--- src/rtl/mem_port_arbiter_if.sv ---
// Bundle of request/response handshakes for the fetch and data ports plus
// the single-port block memory signals shared by mem_port_arbiter.
interface mem_port_arbiter_if #(
    parameter int ADDR_W = 5,
    parameter int DATA_W = 32
);
    logic              i_req_valid;
    logic              i_req_ready;
    logic [ADDR_W-1:0] i_req_addr;
    logic              i_resp_valid;
    logic [DATA_W-1:0] i_resp_data;

    logic              d_req_valid;
    logic              d_req_ready;
    logic [ADDR_W-1:0] d_req_addr;
    logic              d_req_we;
    logic [DATA_W-1:0] d_req_wdata;
    logic              d_resp_valid;
    logic [DATA_W-1:0] d_resp_data;

    logic [ADDR_W-1:0] mem_address;
    logic              mem_write_enable;
    logic [DATA_W-1:0] mem_write_data;
    logic [DATA_W-1:0] mem_read_data;

    modport slave (
        input  i_req_valid, i_req_addr,
        input  d_req_valid, d_req_addr, d_req_we, d_req_wdata,
        input  mem_read_data,
        output i_req_ready, i_resp_valid, i_resp_data,
        output d_req_ready, d_resp_valid, d_resp_data,
        output mem_address, mem_write_enable, mem_write_data
    );

    modport master (
        output i_req_valid, i_req_addr,
        output d_req_valid, d_req_addr, d_req_we, d_req_wdata,
        output mem_read_data,
        input  i_req_ready, i_resp_valid, i_resp_data,
        input  d_req_ready, d_resp_valid, d_resp_data,
        input  mem_address, mem_write_enable, mem_write_data
    );
endinterface

--- src/rtl/mem_port_arbiter.sv ---
// Zero-fills a single-port block memory after reset, then round-robin
// arbitrates one fetch or data access per cycle onto it.
module mem_port_arbiter #(
    parameter int ADDR_W = 5,
    parameter int DATA_W = 32
) (
    input  logic                clk,
    input  logic                rst_n,
    output logic                init_done,
    mem_port_arbiter_if.slave   bus
);
    typedef enum logic {ST_INIT = 1'b0, ST_RUN = 1'b1} state_t;
    typedef enum logic [1:0] {OWN_NONE = 2'b00, OWN_I = 2'b01, OWN_D = 2'b10} owner_t;

    localparam logic [ADDR_W-1:0] LAST_ADDR = {ADDR_W{1'b1}};

    state_t            state_r;
    state_t            state_s;
    owner_t            owner_r;
    logic [ADDR_W-1:0] init_cnt_r;
    logic              last_d_r;
    logic              init_done_r;
    logic              grant_i_s;
    logic              grant_d_s;
    logic [ADDR_W-1:0] mem_addr_s;
    logic              mem_we_s;
    logic [DATA_W-1:0] mem_wdata_s;

    // Next state, round-robin grant and memory drive
    always_comb begin
        state_s     = state_r;
        grant_i_s   = 1'b0;
        grant_d_s   = 1'b0;
        mem_addr_s  = {ADDR_W{1'b0}};
        mem_we_s    = 1'b0;
        mem_wdata_s = {DATA_W{1'b0}};
        case (state_r)
            ST_INIT: begin
                mem_we_s   = 1'b1;
                mem_addr_s = init_cnt_r;
                if (init_cnt_r == LAST_ADDR) begin
                    state_s = ST_RUN;
                end else begin
                    state_s = ST_INIT;
                end
            end
            ST_RUN: begin
                // On a tie the port that did not win most recently goes first
                if (bus.i_req_valid && bus.d_req_valid) begin
                    grant_i_s = last_d_r;
                    grant_d_s = ~last_d_r;
                end else begin
                    grant_i_s = bus.i_req_valid;
                    grant_d_s = bus.d_req_valid;
                end
                if (grant_d_s) begin
                    mem_addr_s  = bus.d_req_addr;
                    mem_we_s    = bus.d_req_we;
                    mem_wdata_s = bus.d_req_wdata;
                end else if (grant_i_s) begin
                    mem_addr_s  = bus.i_req_addr;
                    mem_wdata_s = bus.d_req_wdata;
                end else begin
                    mem_addr_s  = {ADDR_W{1'b0}};
                end
            end
            default: begin
                state_s = ST_INIT;
            end
        endcase
    end

    // Control state: FSM, fill counter, arbitration pointer, response owner
    always_ff @(posedge clk or negedge rst_n) begin
        if (!rst_n) begin
            state_r     <= ST_INIT;
            init_cnt_r  <= {ADDR_W{1'b0}};
            last_d_r    <= 1'b0;
            owner_r     <= OWN_NONE;
            init_done_r <= 1'b0;
        end else begin
            state_r     <= state_s;
            init_done_r <= (state_s == ST_RUN);
            if (state_r == ST_INIT) begin
                init_cnt_r <= init_cnt_r + {{(ADDR_W-1){1'b0}}, 1'b1};
            end
            if (grant_d_s) begin
                last_d_r <= 1'b1;
                owner_r  <= OWN_D;
            end else if (grant_i_s) begin
                last_d_r <= 1'b0;
                owner_r  <= OWN_I;
            end else begin
                owner_r  <= OWN_NONE;
            end
        end
    end

    // Memory drive is forced idle while reset is held so no fill write
    // happens before the first edge after release.
    assign bus.mem_write_enable = mem_we_s & rst_n;
    assign bus.mem_address      = rst_n ? mem_addr_s : {ADDR_W{1'b0}};
    assign bus.mem_write_data   = rst_n ? mem_wdata_s : {DATA_W{1'b0}};

    assign bus.i_req_ready  = grant_i_s;
    assign bus.d_req_ready  = grant_d_s;
    assign bus.i_resp_valid = (owner_r == OWN_I);
    assign bus.d_resp_valid = (owner_r == OWN_D);
    assign bus.i_resp_data  = (owner_r == OWN_I) ? bus.mem_read_data : {DATA_W{1'b0}};
    assign bus.d_resp_data  = (owner_r == OWN_D) ? bus.mem_read_data : {DATA_W{1'b0}};
    assign init_done        = init_done_r;
endmodule

--- src/flat_wrapper.sv ---
// flat-port wrapper written by rule: the top's interface ports become plain ports
module mem_port_arbiter_flat 
#(
    parameter int ADDR_W = 5,
    parameter int DATA_W = 32
)
  (clk, rst_n, init_done, bus_i_req_valid, bus_i_req_addr, bus_d_req_valid, bus_d_req_addr, bus_d_req_we, bus_d_req_wdata, bus_mem_read_data, bus_i_req_ready, bus_i_resp_valid, bus_i_resp_data, bus_d_req_ready, bus_d_resp_valid, bus_d_resp_data, bus_mem_address, bus_mem_write_enable, bus_mem_write_data);
  mem_port_arbiter_if #(.ADDR_W(ADDR_W), .DATA_W(DATA_W)) bus_i ();
  input  logic clk;
  input  logic rst_n;
  output logic init_done;
  input wire logic [$bits(bus_i.i_req_valid)-1:0] bus_i_req_valid;
  input wire logic [$bits(bus_i.i_req_addr)-1:0] bus_i_req_addr;
  input wire logic [$bits(bus_i.d_req_valid)-1:0] bus_d_req_valid;
  input wire logic [$bits(bus_i.d_req_addr)-1:0] bus_d_req_addr;
  input wire logic [$bits(bus_i.d_req_we)-1:0] bus_d_req_we;
  input wire logic [$bits(bus_i.d_req_wdata)-1:0] bus_d_req_wdata;
  input wire logic [$bits(bus_i.mem_read_data)-1:0] bus_mem_read_data;
  output wire logic [$bits(bus_i.i_req_ready)-1:0] bus_i_req_ready;
  output wire logic [$bits(bus_i.i_resp_valid)-1:0] bus_i_resp_valid;
  output wire logic [$bits(bus_i.i_resp_data)-1:0] bus_i_resp_data;
  output wire logic [$bits(bus_i.d_req_ready)-1:0] bus_d_req_ready;
  output wire logic [$bits(bus_i.d_resp_valid)-1:0] bus_d_resp_valid;
  output wire logic [$bits(bus_i.d_resp_data)-1:0] bus_d_resp_data;
  output wire logic [$bits(bus_i.mem_address)-1:0] bus_mem_address;
  output wire logic [$bits(bus_i.mem_write_enable)-1:0] bus_mem_write_enable;
  output wire logic [$bits(bus_i.mem_write_data)-1:0] bus_mem_write_data;
  assign bus_i.i_req_valid = bus_i_req_valid;
  assign bus_i.i_req_addr = bus_i_req_addr;
  assign bus_i.d_req_valid = bus_d_req_valid;
  assign bus_i.d_req_addr = bus_d_req_addr;
  assign bus_i.d_req_we = bus_d_req_we;
  assign bus_i.d_req_wdata = bus_d_req_wdata;
  assign bus_i.mem_read_data = bus_mem_read_data;
  assign bus_i_req_ready = bus_i.i_req_ready;
  assign bus_i_resp_valid = bus_i.i_resp_valid;
  assign bus_i_resp_data = bus_i.i_resp_data;
  assign bus_d_req_ready = bus_i.d_req_ready;
  assign bus_d_resp_valid = bus_i.d_resp_valid;
  assign bus_d_resp_data = bus_i.d_resp_data;
  assign bus_mem_address = bus_i.mem_address;
  assign bus_mem_write_enable = bus_i.mem_write_enable;
  assign bus_mem_write_data = bus_i.mem_write_data;
  mem_port_arbiter #(.ADDR_W(ADDR_W), .DATA_W(DATA_W)) u_core (.clk(clk), .rst_n(rst_n), .init_done(init_done), .bus(bus_i));
endmodule
--- config.mk ---
export PLATFORM = sky130hd
export DESIGN_NAME = mem_port_arbiter_flat
export DESIGN_NICKNAME = d
export VERILOG_FILES = /design/src/rtl/mem_port_arbiter_if.sv /design/src/rtl/mem_port_arbiter.sv /design/src/flat_wrapper.sv
export SDC_FILE = /design/constraint.sdc
export NUM_CORES = 1
export LEC_CHECK = 0
export CORE_MARGIN = 2
export CORE_UTILIZATION = 20
export DETAILED_ROUTE_END_ITERATION = 12
export HOLD_SLACK_MARGIN = 0.15
export PLACE_DENSITY_LB_ADDON = 0.15
export SLEW_MARGIN = 20
export SYNTH_ARGS = -nofsm -noshare
export SYNTH_HDL_FRONTEND = slang
export SYNTH_SLANG_ARGS = --single-unit
--- constraint.sdc ---
create_clock -name clk -period 1.6 [get_ports clk]
set_clock_uncertainty 0.1 [all_clocks]
set_input_delay 0.4 -clock clk [delete_from_list [all_inputs] [get_ports clk]]
set_output_delay 0.4 -clock clk [all_outputs]
set_load 0.02 [all_outputs]
# Word level (Yosys, flattened, before mapping)
# Cells that the tools add are included.
dict set report totals {
  regBits 9
  input_bits 79
  output_inout_bits 107
  word_cells 37
}
dict set report classes {
  add_sub_neg 1
  n_eq_ne 3
  muxes 24
  bitwise 3
  reduce_logical 2
}
# op count
set ops {}
lappend ops {{two-way mux 32 bit} 6}
lappend ops {{two-way mux 5 bit} 3}
lappend ops {{two-way mux 1 bit} 12}
lappend ops {{one-hot mux 5 bit (2 select lines)} 1}
lappend ops {{adder 5 x 1 -> 5 bit (second input constant)} 1}
lappend ops {{== test 5 bit (second input constant)} 1}
lappend ops {{== test 2 x 1 -> 1 bit (second input constant)} 1}
lappend ops {{== test 2 bit (second input constant)} 1}
lappend ops {{two-way mux 2 bit} 1}
lappend ops {{inverter 1 bit} 2}
lappend ops {{one-hot mux 1 bit (2 select lines)} 1}
lappend ops {{nonzero test 2 bit} 1}
lappend ops {{bitwise AND 1 bit} 1}
lappend ops {{logical AND 1 bit} 1}

# Depth between registers and ports, before layout
# Gate-level depths: netlist (run 1).
dict set report depth {
  ltp_word 7
  ltp_mapped 4
  depth_no_buf 4
}

# Least setup slack after synthesis (run 1)
# No wires, ideal clock.
dict set report synth_path {
  path_type {register to output}
  from {reg u_core.state_r}
  to {out bus_mem_address[0]}
  arrival_ns 1.226
  required_ns 1.100
  setup_slack_ns -0.126
  path_stages_with_launch 4
  path_buffers 1
  cell_sequence {dfrtp_1 buf_2 o21ai_0 a31oi_1}
}
dict set report synth_via {
  elab_chain_len 3
}
# element line
set synth_lines {}
lappend synth_lines {{from (decl)} mem_port_arbiter.sv:17} ;# state_t state_r;
lappend synth_lines {{from (signal assigned)} mem_port_arbiter.sv:82} ;# state_r <= state_s;
lappend synth_lines {{inverter 1 bit} --}
lappend synth_lines {{one-hot mux 5 bit (2 select lines) *} mem_port_arbiter.sv:37} ;# case (state_r)
lappend synth_lines {{two-way mux 5 bit *} mem_port_arbiter.sv:102} ;# assign bus.mem_address = rst_n ? mem_addr_s : {ADDR_W{1'b0}};
lappend synth_lines {{to (decl)} flat_wrapper.sv:25} ;# output wire logic [$bits(bus_i.mem_address)-1:0] bus_mem_address;
# Every way passes the cells marked *; elsewhere a longest branch is shown, timed or not.

# Final worst setup path (run 1)
dict set report layout_path {
  from {reg u_core.state_r}
  to {out bus_mem_write_data[11]}
}
dict set report layout_via {
  elab_chain_len 2
}
# element line
set layout_lines {}
lappend layout_lines {{two-way mux 32 bit} mem_port_arbiter.sv:37}
lappend layout_lines {{two-way mux 32 bit} mem_port_arbiter.sv:103} ;# assign bus.mem_write_data = rst_n ? mem_wdata_s : {DATA_W{1'b0}};
lappend layout_lines {{to (decl)} flat_wrapper.sv:27} ;# output wire logic [$bits(bus_i.mem_write_data)-1:0] bus_mem_write_data;
# Every way passes these cells.

==> results.yml, run 1 <==
synthesis:
  synth.top_cell.area_share_pct: 53.42
  syn_area_sq_um: 1171
  synth-adder-area-share_pct: 2.137
  syn-num-nets: 235
  ys_top_cells_by_area: "and2_1 53%, dfrtp_1 19%, a221o_1 3.4%, xnor2_1 2.2%, ha_1 2.1%"
  synth_top_area_cell: "and2_1"
  synth.distinct_cells: 26
  syn_inst: 154
  ys_seq_elements: 9
  synth_top_family_by_area: "simple AND/OR/NAND/NOR gates"
  synthSimpleGateAreaFrac_pct: 62.82
  ys_warn_count: 0
  synth_compound_area_share_pct: 7.799
  synth_xor_area_share_pct: 2.244
  muxShareOfSynthArea_pct: 1.923
  syn_area_per_cell_sq_um: 7.605
  ys_seq_area_share_pct: 19.23
power_and_ir_drop:
  netSwitchingPower_uw: 586.2
  netSwitchingFraction_pct: 33.59
  cellPowerDensity_nw_per_um2: 435.4
  finalPower_mw: 1.745
  combPwrFrac_pct: 70.7
  ir_worst_vdd_uv: 365.3
  p_leak_nw: 1.899
  p_clk_share_pct: 15.0
  seqPwrFrac_pct: 14.3
  intPower_mw: 1.159
routing:
  dr.pass1.iters: 4
  drt_iter0_drc: 31
  detail-route-antenna-nets: 0
  wirelength_um: 6772
  drc: 0
  num_vias: 1905
  avgViaCountPerCell: 4.271
  wire_per_inst_um: 15.18
timing:
  setup_viol: 105
  max_freq_mhz: 516.6
  min_period_ns: 1.936
  finalHoldViolCount: 0
  setup_tns_ns: -28.82
  tightest_slew_ns: 0.3525
  rsz0062_at_grt: "true"
  slew-limit-headroom_pct: 76.42
  post-route-period-util_pct: 121.0
  drv_slew: 0
  setup_ws_ns: -0.3356
setup_path:
  worst-path-max-fanout: 8
  path_cells: "buf_4, o211a_4, clkbuf_16, and2_1, buf_6"
  critPathKind: "reg2out"
  reg2reg_depth: 5
  worst-path-buf-inv: 3
  slowest_delay_ns: 0.43
  ff2ff_setup_slack_ns: 0.05
  crit_family: "buffers and inverters"
  startpoint_type: "flip-flop"
  crit_required_ns: 1.10
  r2r-end: "u_core.init_cnt_r[4]"
  rr_startpoint: "u_core.init_cnt_r[0]"
  end_kind: "output port"
  critPathSlowestCell: "dfrtp_2"
  critPathArrivalTime_ns: 1.44
final_layout:
  instances_no_fill: 446
  fin_util_pct: 71.92
  drive_above_1_share_pct: 65.78
  num_antenna_cells: 0
  layout_common_cells: "103 x buf_6, 75 x clkdlybuf4s50_1, 72 x and2_4"
  fin_nets: 456
  layout_commonest_cell: "buf_6"
  area_delta_synth_final_pct: 242.3
placed_design:
  place_inst: 418
  port_buffers: 185
  gp_congestion: 0.7415
  dp_slack_ns: -1.155
  post-dp-hpwl_um: 4505
floorplan:
  core_region_area_sq_um: 5574
  die_h_um: 80.52
  num_rows: 27
  initial_core_util_pct: 21.01
  dieArea_sq_um: 6483
  io_pins: 186
  die_w_um: 80.52
grt:
  track_usage_pct: 15.50
  antenna_found_initial: 0
  grt_max_degree: 34
  grt_pass1_wl_um: 8073
  grt_remaining_overflow: 0
  grt_pass1_vias: 1673
clock_network:
  cts.clk_slew.worst_paths_ns: 0.04
  clock_latency_ns: 0.23
  root_buffer: "clkbuf_8"
  cts_sinks: 9
  cts_max_level: 1
  clock_path_buffers: 2
  cts_tree: "done"
  cts_buffers: 3
hold_path:
  hold_path_depth: 2
  hold_start: "bus_i_req_valid"
  hp-class: "in2reg"
  hold_end: "u_core.last_d_r"
run_status:
  violations: "setup timing"
  status: "finished, violations left"
job:
  cap_violations: 0
[what timing repair did]
item | 4_1_cts | 5_1_grt
setup buffers | 4 | 10
cloned | 0 | 10
pin swaps | 10 | 58
hold endpoints to repair | 9 | 0
resized for setup | 472 | 275
endpoints found under the setup margin | 108 | 109
hold buffers | 2 | 0
[cell usage after synthesis]
library cell	instances
a21boi_0	1
a21boi_2	1
a21oi_1	1
a221o_1	4
a31oi_1	2
and2_1	100
and2_2	1
and3_1	1
and3_4	1
buf_2	3
clkbuf_1	4
clkbuf_2	3
dfrtp_1	9
ha_1	2
mux2_2	2
nand2_1	3
nand2b_1	1
nand3b_1	1
nand4b_1	1
nor2_1	2
nor2b_1	4
nor3b_2	1
o211a_1	1
o21ai_0	1
or2_2	1
xnor2_1	3
[flip-flops by register name, indices dropped and copies added, names as in the netlist]
name	count
u_core.init_cnt_r	5
u_core.owner_r	2
u_core.last_d_r	1
u_core.state_r	1
[power by group through the flow]
stage / clock network (mW) / registers (mW) / logic, mW
after global routing: 0.283 / 0.250 / 1.30
after global placement: 0 / 0.247 / 0.929
after detailed placement: 0 / 0.247 / 0.933
after floorplan: 0 / 0.246 / 0.375
final: 0.262 / 0.250 / 1.23
after CTS: 0.269 / 0.247 / 0.862
[layout make-up]
type	instances	area, sq um
clock buffer	4	45.04
fill	434	1565
multi-input combinational	135	1177
sequential	9	227.7
tap	72	90.09
timing repair buffer	226	2469
[metal layers]
metal / track usage, % / share of wire (%)
met4: 4.407 / 1.0
met2: 29.50 / 56
met3: 5.169 / 10
met1: 15.92 / 33
met5: 0 / 0
[kinds of logic (layout without fill, tap and decap cells)]
logic type / after synthesis / count (layout)
AOI/OAI and AO/OA: 11 / 11
DFF: 9 / 9
muxes: 2 / 2
xor gates and xnor gates: 3 / 3
buffers and inverters: 10 / 230
and+or+nand+nor: 117 / 117
adders and majority gates: 2 / 2
[through the flow]
stage | cell area [sq um] | hold slack (ns)
final | 4009 | 0.3915
after global routing | 4009 | 0.3987
after CTS | 3100 | 0.3752
after detailed placement | 3248 | 0.4464
after global placement | 3248 | 0.4387
after floorplan | 1186 | 0.004409
[worst max-delay path by stage]
| stage | startpoint | endpoint | slack (ns) | cells past startpoint |
|---|---|---|---|---|
| floorplan | bus_d_req_valid | bus_mem_address[2] | -0.02 | 3 |
| detailed placement | bus_i_req_valid | bus_mem_address[3] | -1.15 | 5 |
| finish | u_core.state_r | bus_mem_write_data[11] | -0.34 | 5 |
| CTS | u_core.state_r | bus_mem_address[3] | -0.32 | 4 |
| global placement | bus_i_req_valid | bus_mem_address[2] | -1.10 | 5 |
| global route | u_core.state_r | bus_mem_address[3] | -0.39 | 5 |
No activity file was read; power rests on OpenSTA's default activity.
==> run 2, diff against run 1 <==
- GPL_TIMING_DRIVEN: unset -> 1
==> results of run 2 <==
The final DEF is identical to that of run 1; final timing and power are the same.
==> RTL edit (config.mk and constraints of run 1) <==
`ADDR_W` is set to 5 in 3 places; all go to 6.
--- a/src/rtl/mem_port_arbiter_if.sv
+++ b/src/rtl/mem_port_arbiter_if.sv
@@ -1,7 +1,7 @@
 // Bundle of request/response handshakes for the fetch and data ports plus
 // the single-port block memory signals shared by mem_port_arbiter.
 interface mem_port_arbiter_if #(
-    parameter int ADDR_W = 5,
+    parameter int ADDR_W = 6,
     parameter int DATA_W = 32
 );
     logic              i_req_valid;
--- a/src/rtl/mem_port_arbiter.sv
+++ b/src/rtl/mem_port_arbiter.sv
@@ -1,7 +1,7 @@
 // Zero-fills a single-port block memory after reset, then round-robin
 // arbitrates one fetch or data access per cycle onto it.
 module mem_port_arbiter #(
-    parameter int ADDR_W = 5,
+    parameter int ADDR_W = 6,
     parameter int DATA_W = 32
 ) (
     input  logic                clk,
--- a/src/flat_wrapper.sv
+++ b/src/flat_wrapper.sv
@@ -1,7 +1,7 @@
 // flat-port wrapper written by rule: the top's interface ports become plain ports
 module mem_port_arbiter_flat 
 #(
-    parameter int ADDR_W = 5,
+    parameter int ADDR_W = 6,
     parameter int DATA_W = 32
 )
   (clk, rst_n, init_done, bus_i_req_valid, bus_i_req_addr, bus_d_req_valid, bus_d_req_addr, bus_d_req_we, bus_d_req_wdata, bus_mem_read_data, bus_i_req_ready, bus_i_resp_valid, bus_i_resp_data, bus_d_req_ready, bus_d_resp_valid, bus_d_resp_data, bus_mem_address, bus_mem_write_enable, bus_mem_write_data);
Ports: changed (resized bus_d_req_addr, bus_i_req_addr and bus_mem_address); port bits go from 186 to 189. The function was not compared with the original's and may differ.
==> RTL edit against run 1 <==
Count of clock-buffer cells in the layout stayed put. The run still ends with setup timing left. Sequential cell count is 1 higher. Critical endpoint is now bus_mem_address[1]. Routed wire length is 0.74% lower. Area after synthesis is 5.1% higher. Worst setup slack worse by 0.078 ns. Largest cell class unchanged. First-iteration DRC count is 13% lower. Cell area is 1.2% higher. Die area is 4.9% higher.
Power is not compared: it rests on default switching activity, and its combinational part moved more than twofold at a synthesized area within 25%.
==> RTL edit: results (changes against run 1) <==
stage;metric;value;unit;change
sta;setup_viol;108;;+2.9%
global_routing;grt_usage;17.8;%;+2.3 points
placement;numPlacedInstances;430;;+2.9%
min_path;hold_path_end;u_core.init_cnt_r[4]$_DFFE_PN0N_;;
global_routing;grt_max_degree;33;;-2.9%
setup_path;crit_start;u_core.last_d_r$_DFFE_PN0P_;;
status;violations;setup timing;;
yosys;synth_cell_types;28;;+7.7%
die;core_area;5920;µm²;+6.2%
setup_path;r2r_end;u_core.owner_r[1]$_DFF_PN0_;;
layout;top_regs;u_core.init_cnt_r x6, u_core.owner_r x2;;
setup_path;ff2ff_setup_slack;0.25;ns;+0.20 ns
global_routing;grt_pass1_wl;9350;µm;+16%
setup_path;r2r-start;u_core.state_r$_DFF_PN0_;;
global_routing;use_met3;4.35;%;-0.82 points
global_routing;met2_usage;34.8;%;+5.3 points
placement;place_hpwl;4690;µm;+4.1%
sta;worst_slack;-0.413;ns;-0.0778 ns
min_path;min_path_type;register to register;;
yosys;synth_fp_nets;241;;+2.6%
drt;vias;1943;;+2.0%
placement;dp_slack;-1.05;ns;+0.105 ns
placement;port_buffers;188;;+1.6%
sta;tns;-27.61;ns;+1.21 ns
sta;hold_slack;0.456;ns;+0.0641 ns
yosys;syn_inst;159;;+3.2%
status;outcome;complete, but fails checks;;
layout;drive_gt1_share;58.7;%;-7.1 points
global_routing;grt_util_met1;18.8;%;+2.9 points
drt;via_per_inst;4.21;;-1.5%
drt;routed_wl;6720;µm;-0.74%
## RTL edit: cells by family after synthesis
family	after synthesis	share of synthesized area, %
buffers and inverters	10	3.66
AOI/OAI and AO/OA	12	8.64
adders and majority gates	1	1.02
muxes	1	0.915
and+or+nand+nor	120	61.9
xor gates and xnor gates	5	3.56
DFF	10	20.3
## RTL edit: timing repair
item / 4_1_cts / 5_1_grt
hold buffers: 2 / 1
buffers inserted: 16 / 6
resized for setup: 609 / 123
pin swaps: 15 / 34
setup endpoints to repair: 108 / 108
endpoints found under the hold margin: 2 / 8
gates cloned: 5 / 1
## RTL edit: layout make-up
| type | count | area (µm²) |
|---|---|---|
| Sequential cell | 10 | 251 |
| Clock buffer | 4 | 55.1 |
| Tap cell | 75 | 93.8 |
| Fill cell | 476 | 1860 |
| Multi-Input combinational cell | 139 | 1120 |
| Timing Repair Buffer | 234 | 2530 |
## RTL edit: routing by layer
metal | part of all wire, % | vias to the layer above
met1 | 34 | 846
li1 | - | 968
met5 | 0 | -
met3 | 10 | 6
met4 | 0.98 | 0
met2 | 55 | 123
## RTL edit: power groups by stage
stage / Combinational (mW) / Clock, mW / Sequential, mW
after floorplan: 0.0260 / 0 / 0.258
after global placement: 0.248 / 0 / 0.257
after detailed placement: 0.251 / 0 / 0.257
after CTS: 0.265 / 0.340 / 0.253
after global routing: 0.293 / 0.348 / 0.253
final: 0.274 / 0.331 / 0.253
## RTL edit: critical path: stages (launching register included)
cell and delay [ns]:
dfrtp_1 0.38, and2b_4 0.27, nor3b_4 0.05, buf_6 0.12
a221o_1 0.31, buf_6 0.14
